===== src/rtl/dual_clcg_gen.sv =====
// dual_clcg_gen
// Dual coupled-LCG pseudo-random bit generator. Two N-bit linear congruential
// recurrences X and Y advance in lock-step; each step emits z = (x > y) and
// shifts it into a W-bit word, presented MSB-first through a valid/ready
// handshake.
//
// Ports:
//   clk, rst          rising-edge clock, asynchronous active-low reset
//   start, stop       begin generation (from IDLE) / abort back to IDLE
//   seed_x, seed_y    initial states loaded on start
//   a1, b1, a2, b2    multiplier/increment for X and Y (hold stable while busy)
//   word_ready        consumer accepts word_out
//   bit_out/bit_valid latest bit, one-cycle pulse per generated bit
//   word_out/word_valid packed word and its pending flag
//   busy              generator not in IDLE
//   cfg_err           loaded parameters do not give a full-period recurrence
module dual_clcg_gen #(
  parameter int N = 8,
  parameter int W = 16
) (
  input  logic         clk,
  input  logic         rst,
  input  logic         start,
  input  logic         stop,
  input  logic [N-1:0] seed_x,
  input  logic [N-1:0] seed_y,
  input  logic [N-1:0] a1,
  input  logic [N-1:0] b1,
  input  logic [N-1:0] a2,
  input  logic [N-1:0] b2,
  input  logic         word_ready,
  output logic         bit_out,
  output logic         bit_valid,
  output logic [W-1:0] word_out,
  output logic         word_valid,
  output logic         busy,
  output logic         cfg_err
);

  localparam int CW = $clog2(W);
  localparam logic [CW-1:0] CNT_LAST = CW'(W - 1);

  typedef enum logic [1:0] {
    ST_IDLE  = 2'd0,
    ST_RUN   = 2'd1,
    ST_STALL = 2'd2
  } state_t;

  // Full period of x' = a*x + b mod 2^N needs b odd and a = 1 mod 4.
  function automatic logic cfg_bad(input logic [N-1:0] ax, input logic [N-1:0] bx,
                                   input logic [N-1:0] ay, input logic [N-1:0] by);
    cfg_bad = ~bx[0] | ~by[0] | (ax[1:0] != 2'b01) | (ay[1:0] != 2'b01);
  endfunction

  state_t         state_q, state_d;
  logic [N-1:0]   x_q, x_d;
  logic [N-1:0]   y_q, y_d;
  logic [W-1:0]   shreg_q, shreg_d;
  logic [CW-1:0]  cnt_q, cnt_d;
  logic           bit_out_q, bit_out_d;
  logic           bit_valid_q, bit_valid_d;
  logic [W-1:0]   word_out_q, word_out_d;
  logic           word_valid_q, word_valid_d;
  logic           busy_q, busy_d;
  logic           cfg_err_q, cfg_err_d;

  logic [N-1:0]   x_step;
  logic [N-1:0]   y_step;
  logic           z;
  logic [W-1:0]   shreg_step;
  logic           at_last;

  // Recurrence step values and the comparison bit from the current states.
  always_comb begin
    x_step     = a1 * x_q + b1;
    y_step     = a2 * y_q + b2;
    z          = (x_q > y_q);
    shreg_step = {shreg_q[W-2:0], z};
    at_last    = (cnt_q == CNT_LAST);
  end

  // Next-state and next-output logic for the IDLE/RUN/STALL controller.
  always_comb begin
    state_d      = state_q;
    x_d          = x_q;
    y_d          = y_q;
    shreg_d      = shreg_q;
    cnt_d        = cnt_q;
    bit_out_d    = bit_out_q;
    bit_valid_d  = 1'b0;
    word_out_d   = word_out_q;
    // A pending word is retired by word_ready unless overwritten below.
    word_valid_d = word_valid_q & ~word_ready;
    cfg_err_d    = cfg_err_q;

    case (state_q)
      ST_IDLE: begin
        if (start && !stop) begin
          x_d       = seed_x;
          y_d       = seed_y;
          cnt_d     = {CW{1'b0}};
          shreg_d   = {W{1'b0}};
          cfg_err_d = cfg_bad(a1, b1, a2, b2);
          state_d   = ST_RUN;
        end else begin
          state_d = ST_IDLE;
        end
      end
      ST_RUN: begin
        if (stop) begin
          cnt_d   = {CW{1'b0}};
          shreg_d = {W{1'b0}};
          state_d = ST_IDLE;
        end else if (at_last && word_valid_q && !word_ready) begin
          // Completing step would overwrite an unconsumed word: hold off.
          state_d = ST_STALL;
        end else begin
          x_d         = x_step;
          y_d         = y_step;
          shreg_d     = shreg_step;
          bit_out_d   = z;
          bit_valid_d = 1'b1;
          if (at_last) begin
            word_out_d   = shreg_step;
            word_valid_d = 1'b1;
            cnt_d        = {CW{1'b0}};
          end else begin
            cnt_d = cnt_q + CW'(1);
          end
          state_d = ST_RUN;
        end
      end
      ST_STALL: begin
        if (stop) begin
          cnt_d   = {CW{1'b0}};
          shreg_d = {W{1'b0}};
          state_d = ST_IDLE;
        end else if (word_ready) begin
          // Pending word drains this cycle; the completing step runs next.
          state_d = ST_RUN;
        end else begin
          state_d = ST_STALL;
        end
      end
      default: begin
        state_d = ST_IDLE;
      end
    endcase

    busy_d = (state_d != ST_IDLE);
  end

  // State and output registers.
  always_ff @(posedge clk or negedge rst) begin
    if (!rst) begin
      state_q      <= ST_IDLE;
      x_q          <= {N{1'b0}};
      y_q          <= {N{1'b0}};
      shreg_q      <= {W{1'b0}};
      cnt_q        <= {CW{1'b0}};
      bit_out_q    <= 1'b0;
      bit_valid_q  <= 1'b0;
      word_out_q   <= {W{1'b0}};
      word_valid_q <= 1'b0;
      busy_q       <= 1'b0;
      cfg_err_q    <= 1'b0;
    end else begin
      state_q      <= state_d;
      x_q          <= x_d;
      y_q          <= y_d;
      shreg_q      <= shreg_d;
      cnt_q        <= cnt_d;
      bit_out_q    <= bit_out_d;
      bit_valid_q  <= bit_valid_d;
      word_out_q   <= word_out_d;
      word_valid_q <= word_valid_d;
      busy_q       <= busy_d;
      cfg_err_q    <= cfg_err_d;
    end
  end

  assign bit_out    = bit_out_q;
  assign bit_valid  = bit_valid_q;
  assign word_out   = word_out_q;
  assign word_valid = word_valid_q;
  assign busy       = busy_q;
  assign cfg_err    = cfg_err_q;

endmodule

===== config.mk =====
export PLATFORM = sky130hd
export DESIGN_NAME = dual_clcg_gen
export DESIGN_NICKNAME = d
export VERILOG_FILES = /design/src/rtl/dual_clcg_gen.sv
export SDC_FILE = /design/constraint.sdc
export NUM_CORES = 1
export LEC_CHECK = 0
export CORE_UTILIZATION = 45
export CTS_CLUSTER_DIAMETER = 200
export DETAILED_ROUTE_END_ITERATION = 8
export GPL_TIMING_DRIVEN = 0
export PLACE_DENSITY = 0.7
export SLEW_MARGIN = 10
export SYNTH_ARGS = -nofsm -noshare
export SYNTH_HDL_FRONTEND = slang
export SYNTH_SLANG_ARGS = --single-unit

===== constraint.sdc =====
create_clock -name clk -period 5.98 [get_ports clk]
set_clock_uncertainty 0.05 [all_clocks]
set_input_delay 0.897 -clock clk [delete_from_list [all_inputs] [get_ports clk]]
set_output_delay 0.897 -clock clk [all_outputs]
set_load 0.05 [all_outputs]

==> results by group, run 1 <==
Finish
  – Most common cell after layout, fill and taps aside: nand2_1
  – Area growth syn-to-layout: 22.0%
  – Count of nets after finishing: between 700 and 800
  – Fin area: 5970 µm²
  – Layout cells sized above 1: 0.104
  – FILL cells: around 930
  – Antenna cells: 0
  – Most frequent cells in the layout: nand2_1 (103), inv_1 (86), clkdlybuf4s50_1 (72), dfrtp_1 (58), ha_1 (43)

Yosys
  – Mapped Cells: 526
  – Yosys warning total: 0
  – Synthesized area: about 4900 µm²
  – FF+latch count, synth: 58
  – Syn_nets: about 660
  – Syn Area/Cell: between 9 and 10 µm²
  – Register area share after synthesis: 0.296
  – Distinct cell type count after synthesis: 40

Setup path
  – Crit path capture type: flop
  – R2R Path Start: x_q[1]$_DFFE_PN0P_
  – CP max FO: 8
  – Flop-to-flop setup slack: 2.02 ns
  – Reg2Reg Depth: 16
  – Critical Path AT: 4.87 ns
  – Startpoint class of the critical path: primary input
  – CP startpoint: a1[1]
  – R2r endpoint: x_q[7]$_DFFE_PN0P_
  – Slowest cell delay on critical path: just under 0.7 ns
  – Required time worst endpoint: between 6 and 7 ns
  – Critical-path top delay cell: clkdlybuf4s50_1
  – CP cell instances: clkdlybuf4s50_1, nand2_1, fa_1, fa_1, inv_1, fa_1, inv_1, fa_1, inv_1, ha_1, a21oi_1, xnor2_1, xnor2_1, nor2_1, o22ai_1
  – Most used cell, CP: fa_1
  – Setup Crit Path Kind: primary input to flop

CTS
  – Cts repair resizes: 0
  – Clock Latency Late Sink: 0.34 ns
  – Root buf cell: clkbuf_8
  – CTS H-tree depth: 3
  – Clk buf depth: 2
  – Hold_buf cts: 0
  – # clock sinks: 58
  – Setup Buffers After CTS: 0
  – TritonCTS clock tree: yes
  – Num CTS Buffers: 9
  – Clock Pin Slew Worst Setup and Hold Paths: approximately 0.07 ns

Power
  – Power Density: 393 nW/µm²
  – Leakage: 0.00292 µW
  – Overall power: ~2300 µW
  – VDD IR max: 0.188 mV

Drt
  – DR vias: 3,768
  – # DRC: 0
  – Antenna-violating nets left: 0
  – Detailed Routing Iterations Pass 1: 5
  – Final wirelength: 10.6 mm
  – Avg WL per Cell: between 10 and 15 µm
  – Initial DRC Count: 166
  – Via density: 5.02

Die
  – Die height: around 110 µm
  – Die Wd: between 100 and 150 µm
  – Io pins: 74
  – Die area: 11,300 µm²
  – Starting Density: 0.470
  – Core area: 10,400 µm²
  – Std cell rows: 37

STA
  – Min Tclk post-route: ~4.7 ns
  – FMAX: ~210 MHz
  – Slew Limit Fails: 0
  – Setup TNS: 0 ns
  – RSZ-0062 raised after global routing: false
  – Count of final setup violators: 0
  – Hold Vio Cnt, Final: 0
  – Slew of the pin with the lowest slew margin: 0.746 ns
  – Period utilization: 0.780
  – Max_slew headroom: 0.502

Placed design
  – Placed cell area: 5800 µm²
  – I/O Buffers: 73
  – DP Wirelength: 8.25 mm
  – Final Wtd Congestion: 0.809

GRT
  – Largest net degree at the start of global routing: 59
  – All-Layer GR Usage: 0.208
  – Total gr overflow: 0
  – First-pass GRT wire length: about 19 mm
  – Initial antenna violation count: 0
  – Number of global-route vias before repair: 4,035

Hold path
  – Hold path cells: 2
  – Hold WC Path Type: flop to flop
  – Worst Hold Endpoint: shreg_q[10]$_DFFE_PN0P_
  – Hold Startpoint: shreg_q[10]$_DFFE_PN0P_

Run status
  – Status: complete, no violations

Run
  – Max-cap violations: 0
==> worst max path at each step <==
stage / end / slack [ns] / cells after the start
after global placement: x_q[7]$_DFFE_PN0P_ / 1.01 / 15
final: x_q[7]$_DFFE_PN0P_ / 1.32 / 15
after detailed placement: x_q[7]$_DFFE_PN0P_ / 0.97 / 15
after floorplan: y_q[7]$_DFFE_PN0P_ / 1.92 / 14
after CTS: x_q[7]$_DFFE_PN0P_ / 1.32 / 15
after global routing: x_q[7]$_DFFE_PN0P_ / 1.10 / 15
==> Yosys cell counts <==
cell type | n | area (µm²)
a2111oi_4 | 1 | 27.5
a211oi_1 | 2 | 15.0
a21o_1 | 9 | 67.6
a21oi_1 | 16 | 80.1
a22o_1 | 4 | 35.0
a31oi_2 | 8 | 100
and2_1 | 18 | 113
and2_4 | 1 | 8.76
and2b_4 | 1 | 10.0
and3_4 | 1 | 11.3
buf_2 | 7 | 35.0
buf_6 | 4 | 45.0
clkbuf_1 | 2 | 7.51
clkbuf_2 | 1 | 5.00
clkbuf_8 | 3 | 41.3
dfrtp_1 | 58 | 1450
fa_1 | 36 | 721
ha_1 | 43 | 538
inv_1 | 86 | 323
mux2_2 | 16 | 180
nand2_1 | 103 | 387
nand2_2 | 1 | 6.26
nand2b_1 | 3 | 18.8
nand4_1 | 4 | 25.0
nor2_1 | 24 | 90.1
nor2_4 | 1 | 11.3
nor2_8 | 1 | 20.0
nor2b_1 | 2 | 12.5
nor3_1 | 3 | 15.0
nor3_2 | 1 | 10.0
nor3b_1 | 1 | 7.51
nor4bb_1 | 1 | 10.0
o211ai_1 | 2 | 15.0
o21a_1 | 1 | 7.51
o21ai_0 | 20 | 100
o21ai_1 | 2 | 10.0
o22ai_1 | 2 | 12.5
o41ai_1 | 1 | 8.76
xnor2_1 | 26 | 228
xor2_1 | 10 | 87.6
==> stage by stage <==
step	worst slack [ns]	utilization	hold slack, ns	instances
6_report	1.32	0.573	0.448	751
4_1_cts	1.32	0.573	0.454	751
5_1_grt	1.10	0.573	0.480	751
2_1_floorplan	1.92	-	0.401	526
3_3_place_gp	1.01	0.557	0.420	735
3_5_place_dp	0.969	0.556	0.428	735
==> sequential cells by signal, indices dropped and copies added, names as in the netlist <==
name        count
bit_out         1
bit_valid       1
busy            1
cfg_err         1
cnt_q           4
shreg_q        15
state_q         2
word_out       16
word_valid      1
x_q             8
y_q             8
==> where the power goes <==
part,switching (µW),internal [µW]
Combinational,817,715
Sequential,57.0,439
Clock,170,152
==> critical path: cells and delay by family <==
| family | cells | cell delay, ns |
|---|---|---|
| buffers and inverters | 4 | 0.83 |
| AND/OR/NAND/NOR | 2 | 0.19 |
| adder cells (fa/ha/maj) | 5 | 2.32 |
| XOR/XNOR | 2 | 0.34 |
| AO/OA/AOI/OAI | 2 | 0.30 |
==> final cells by class <==
class | instances | area [µm²] | area share
Clock inverter | 7 | 53.8 | 0.00901
Buffer | 17 | 134 | 0.0224
Inverter | 86 | 323 | 0.0540
Clock buffer | 9 | 124 | 0.0207
Sequential cell | 58 | 1450 | 0.243
Tap cell | 136 | 170 | 0.0285
Timing Repair Buffer | 73 | 728 | 0.122
Multi-Input combinational cell | 365 | 2990 | 0.500
==> cell families after synthesis <==
group / share of synthesized area
AOI/OAI and AO/OA: 0.0979
buffers and inverters: 0.0933
and+or+nand+nor: 0.154
DFF: 0.296
adders and majority gates: 0.257
xor gates and xnor gates: 0.0644
muxes: 0.0368
==> layer usage <==
metal	track usage	vias to the layer above	wire length [µm]
li1	-	1822	-
met4	0.0437	0	139
met1	0.271	1841	4740
met2	0.355	91	5230
met3	0.0417	14	534
met5	0	-	0
Power figures use the tool's default switching activity.
==> run 2, diff against run 1 <==
PLACE_DENSITY = 0.73   (was 0.7)
clock period = 4.1 ns   (was 5.98 ns; I/O delays follow)
==> results by group, run 2 (synthesis results as in run 1) <==
Run status
  – Status: complete, no violations

GRT
  – Initial antenna violation count: 0
  – Largest net degree at the start of global routing: 59
  – First-pass GRT wire length: 18.2 mm
  – Number of global-route vias before repair: roughly 3.9k
  – Total gr overflow: 0
  – All-Layer GR Usage: 0.204

CTS
  – Setup Buffers After CTS: 0
  – Root buf cell: clkbuf_8
  – Clock Latency Late Sink: 0.34 ns
  – TritonCTS clock tree: yes
  – Clock Pin Slew Worst Setup and Hold Paths: 0.06 ns
  – Num CTS Buffers: 9
  – Clk buf depth: 2
  – # clock sinks: between 50 and 60
  – Hold_buf cts: 0
  – CTS H-tree depth: 3

STA
  – Final WS setup: 0.153 ns
  – Count of final setup violators: 0
  – Slew Limit Fails: 0
  – FMAX: 253 MHz
  – Max_slew headroom: 0.510
  – Hold Vio Cnt, Final: 0
  – Slew of the pin with the lowest slew margin: 0.735 ns
  – Setup TNS: 0 ns
  – Period utilization: 0.963
  – Min Tclk post-route: 3.95 ns

Drt
  – DR vias: approximately 3.8k
  – Detailed Routing Iterations Pass 1: 4
  – Initial DRC Count: around 170
  – Avg WL per Cell: 14.4 µm
  – Final wirelength: 10.8 mm
  – # DRC: 0
  – Via density: around 5.0
  – Antenna-violating nets left: 0

Placed design
  – I/O Buffers: 73
  – Final Wtd Congestion: 0.805
  – DP Wirelength: slightly above 8 mm
  – DP Worst Slack: -0.695 ns

Finish
  – Most common cell after layout, fill and taps aside: nand2_1
  – Max FFs per register: 16
  – Most frequent cells in the layout: nand2_1 (102), inv_1 (80), clkdlybuf4s50_1 (59), dfrtp_1 (57), ha_1 (34)
  – Area growth syn-to-layout: 25.1%
  – Antenna cells: 0
  – Layout cells sized above 1: 0.150
  – FILL cells: 901
  – Count of nets after finishing: 742

Die
  – Die height: about 110 µm
  – Starting Density: 0.470
  – Die area: ~11,000 µm²
  – Die Wd: approximately 110 µm
  – Core area: 10,400 µm²
  – Io pins: 74
  – Std cell rows: 37

Setup path
  – Critical Path AT: 4.15 ns
  – Crit path capture type: flop
  – R2r endpoint: x_q[7]$_DFFE_PN0P_
  – Reg2Reg Depth: 16
  – Flop-to-flop setup slack: 0.26 ns
  – CP startpoint: a2[6]
  – CP max FO: 2
  – Most used cell, CP: fa_1
  – Required time worst endpoint: 4.31 ns
  – R2R Path Start: x_q[0]$_DFFE_PN0P_
  – Setup Crit Path Kind: primary input to flop
  – Critical-path top delay cell: fa_1
  – CP cell instances: clkdlybuf4s50_1, nand2_1, fa_1, fa_1, inv_1, fa_1, inv_1, fa_1, inv_1, ha_4, a21oi_2, xnor2_1, xnor2_1, nor2_1, o22ai_1
  – Crit path buf inv count: 4
  – Crit path max-delay family: adder cells
  – Slowest cell delay on critical path: 0.53 ns
  – Startpoint class of the critical path: primary input

Power
  – Leakage: 0.00297 µW
  – Power Density: between 600 and 700 nW/µm²
  – VDD IR max: 0.353 mV

Run
  – Max-cap violations: 0

Hold path
  – Hold WC Path Type: primary input to async pin
==> run 2: cell types whose count changed in the layout (fill, tap and decap cells not counted), moves of 2 or more <==
cell / previous run / this run
inv_2: 0 / 6
dlymetal6s2s_1: 0 / 3
inv_1: 86 / 80
dlygate4sd2_1: 0 / 7
clkbuf_2: 1 / 3
clkinv_4: 2 / 0
fa_1: 36 / 31
ha_1: 43 / 34
a21oi_1: 16 / 12
fa_2: 0 / 5
ha_4: 0 / 8
a21oi_2: 0 / 3
clkdlybuf4s50_1: 72 / 59
==> run 2: metrics by stage <==
step / hold slack (ns) / util / cell area (µm²) / cells / power [µW]
3_3_place_gp: 0.421 / 0.557 / 5800 / 735 / 2880
6_report: 0.290 / 0.588 / 6130 / 750 / 3840
2_1_floorplan: 0.269 / - / 4900 / 526 / 2460
4_1_cts: 0.312 / 0.574 / 5980 / 750 / 3530
5_1_grt: 0.365 / 0.588 / 6130 / 750 / 4230
3_5_place_dp: 0.431 / 0.556 / 5800 / 735 / 2940
==> run 2: layout make-up <==
class | count | area [µm²] | share of cell area
flip-flops and latches | 58 | 1450 | 0.237
clock inverters | 5 | 55.1 | 0.00899
well taps | 136 | 170 | 0.0278
plain buffers | 17 | 134 | 0.0219
repair buffers | 73 | 717 | 0.117
inverters | 86 | 323 | 0.0527
multi-input cells | 365 | 3140 | 0.512
clock buffers | 10 | 138 | 0.0225
==> run 2: worst max-delay path by stage <==
stage                               to  depth (start not counted)  slack [ns]
finish              y_q[7]$_DFFE_PN0P_                         15        0.15
global route        x_q[7]$_DFFE_PN0P_                         16       -0.02
CTS                 x_q[7]$_DFFE_PN0P_                         15       -0.06
detailed placement  x_q[7]$_DFFE_PN0P_                         15       -0.69
global placement    x_q[7]$_DFFE_PN0P_                         15       -0.59
floorplan           y_q[7]$_DFFE_PN0P_                         14        0.32
==> run 2: metal layers <==
| metal | vias to the layer above | routed length (µm) | track usage |
|---|---|---|---|
| met3 | 7 | 452 | 0.0399 |
| met1 | 1871 | 4870 | 0.268 |
| li1 | 1822 | - | - |
| met5 | - | 0 | 0 |
| met2 | 74 | 5380 | 0.351 |
| met4 | 0 | 65 | 0.0387 |
==> run 2: worst reg2reg max path, cell delays in order, from the launching register on <==
cell,delay (ns)
dfrtp_1,0.32
buf_2,0.23
nand2_1,0.11
fa_1,0.54
inv_1,0.05
fa_1,0.44
ha_1,0.30
inv_2,0.06
fa_2,0.45
fa_2,0.42
inv_1,0.07
a21o_1,0.16
a21oi_4,0.08
xnor2_2,0.14
xnor2_1,0.13
nor2_1,0.11
o22ai_1,0.07
==> run 2: report_power, final <==
part / switching, µW / internal [µW]
clock: 237 / 291
sequential: 83.7 / 640
combinational: 1330 / 1260
==> run 2: timing repair <==
action,CTS,global route
pin swaps,1,33
resized for setup,12,36
setup endpoints to repair,4,4
==> run 3, diff against run 2 <==
DONT_BUFFER_PORTS = 1   (was default)
PLACE_DENSITY = 0.64   (was 0.73)
==> results by group, run 3 (synthesis results as in run 1) <==
Run status
  – Status: complete, no violations

Power
  – Overall power: approximately 3500 µW
  – Leakage: 0.00268 µW
  – VDD IR max: approximately 0.26 mV
  – Power Density: 653 nW/µm²

GRT
  – Initial antenna violation count: 1
  – All-Layer GR Usage: 0.203
  – Total gr overflow: 0
  – First-pass GRT wire length: 17.9 mm
  – Largest net degree at the start of global routing: 59
  – Number of global-route vias before repair: 3,616

STA
  – Max_slew headroom: 0.520
  – Period utilization: 0.945
  – Count of final setup violators: 0
  – Final WS setup: 0.227 ns
  – RSZ-0062 raised after global routing: false
  – FMAX: 258 MHz
  – Hold Slack: 0.0827 ns
  – Min Tclk post-route: 3.87 ns
  – Setup TNS: 0 ns
  – Slew of the pin with the lowest slew margin: 0.714 ns
  – Slew Limit Fails: 0
  – Hold Vio Cnt, Final: 0

Drt
  – DR vias: about 3.5k
  – Avg WL per Cell: 15.6 µm
  – Via density: 5.13
  – Detailed Routing Iterations Pass 1: 4
  – # DRC: 0
  – Final wirelength: 10.6 mm
  – Initial DRC Count: about 170
  – Antenna-violating nets left: 0

Setup path
  – Worst Setup EP: y_q[7]$_DFFE_PN0P_
  – Flop-to-flop setup slack: around 0.23 ns
  – Critical Path AT: 4.04 ns
  – Crit path capture type: flop
  – CP startpoint: y_q[0]$_DFFE_PN0P_
  – Reg2Reg Depth: 15
  – R2r endpoint: y_q[7]$_DFFE_PN0P_
  – CP max FO: 9
  – R2R Path Start: y_q[0]$_DFFE_PN0P_
  – Startpoint class of the critical path: flop
  – Required time worst endpoint: 4.27 ns
  – Setup Crit Path Kind: flop to flop

Placed design
  – I/O Buffers: 0
  – Placed cells: between 600 and 700
  – DP Wirelength: 8.24 mm
  – Final Wtd Congestion: approximately 0.83
  – DP Worst Slack: 0.103 ns

Die
  – Die area: about 11,000 µm²
  – Io pins: 74
  – Die height: 106 µm
  – Starting Density: 0.470
  – Die Wd: 106 µm
  – Std cell rows: 37
  – Core area: ~10,000 µm²

Finish
  – FILL cells: 978
  – Final std cells w/o fill: 680
  – Layout cells sized above 1: 0.123
  – Most frequent cells in the layout: nand2_1 (103), inv_1 (86), dfrtp_1 (55), ha_1 (43), fa_1 (36)
  – Max FFs per register: 16
  – Most common cell after layout, fill and taps aside: nand2_1
  – Count of nets after finishing: 670
  – Area growth syn-to-layout: 8.87%

CTS
  – Num CTS Buffers: 9
  – Clock Pin Slew Worst Setup and Hold Paths: about 0.07 ns
  – # clock sinks: 58
  – TritonCTS clock tree: yes
  – Root buf cell: clkbuf_8
  – CTS H-tree depth: 3
  – Clock Latency Late Sink: 0.33 ns
  – Clk buf depth: 2

Hold path
  – Hold WC Path Type: primary input to async pin

Run
  – Max-cap violations: 0
[run 3: report_power, final]
part | internal [µW] | switching (µW) | leakage (µW) | total (µW)
logic | 1010 | 1170 | 0.00183 | 2170
registers | 641 | 111 | 0.000757 | 752
clock network | 313 | 239 | 0.0000986 | 553
[run 3: routing by layer]
metal | track usage | vias up | share of wire
li1 | - | 1676 | -
met2 | 0.345 | 82 | 0.51
met3 | 0.0423 | 13 | 0.054
met1 | 0.264 | 1717 | 0.43
met4 | 0.0486 | 0 | 0.0088
met5 | 0 | - | 0
[run 3: what timing repair did]
| item | CTS | global route |
|---|---|---|
| gates resized for setup | 0 | 15 |
| setup buffers | 0 | 0 |
| hold buffers | 1 | 0 |
| hold endpoints to repair | 58 | 0 |
| endpoints found under the setup margin | 0 | 4 |
[run 3: cell type report]
type                    instances  area (µm²)  area share
inverters                      86         323      0.0605
clock buffers                  12         155      0.0291
plain buffers                  17         155      0.0291
diodes                          1        2.50    0.000469
flip-flops and latches         58        1460       0.273
well taps                     136         170      0.0319
clock inverters                 4        50.0     0.00939
multi-input cells             365        2990       0.561
repair buffers                  1        27.5     0.00516
[run 3: through the flow]
| step | instance area [µm²] | utilization |
|---|---|---|
| floorplan | 4900 | - |
| global placement | 5070 | 0.486 |
| detailed placement | 5070 | 0.486 |
| CTS | 5300 | 0.509 |
| global route | 5330 | 0.512 |
| finish | 5330 | 0.512 |
[run 3: worst min-delay path by stage]
stage | start | to | slack (ns) | cells past startpoint
2_1_floorplan | rst | bit_out$_DFFE_PN0P_ | 0.27 | 0
3_3_place_gp | rst | x_q[0]$_DFFE_PN0P_ | 0.27 | 0
3_5_place_dp | rst | x_q[0]$_DFFE_PN0P_ | 0.27 | 0
4_1_cts | rst | cfg_err$_DFFE_PN0P_ | 0.09 | 1
5_1_grt | rst | y_q[1]$_DFFE_PN0P_ | 0.11 | 1
6_report | rst | x_q[0]$_DFFE_PN0P_ | 0.08 | 1
[run 3: critical path, stage by stage (launching register included)]
cell     delay [ns]
dfrtp_1        0.38
buf_6          0.16
nand2_1        0.07
fa_1           0.48
fa_1           0.52
inv_1          0.06
fa_1           0.49
inv_1          0.06
fa_1           0.53
inv_1          0.04
ha_1           0.31
a21oi_1        0.16
xnor2_1        0.17
xnor2_1        0.10
nor2_1         0.10
o22ai_1        0.08
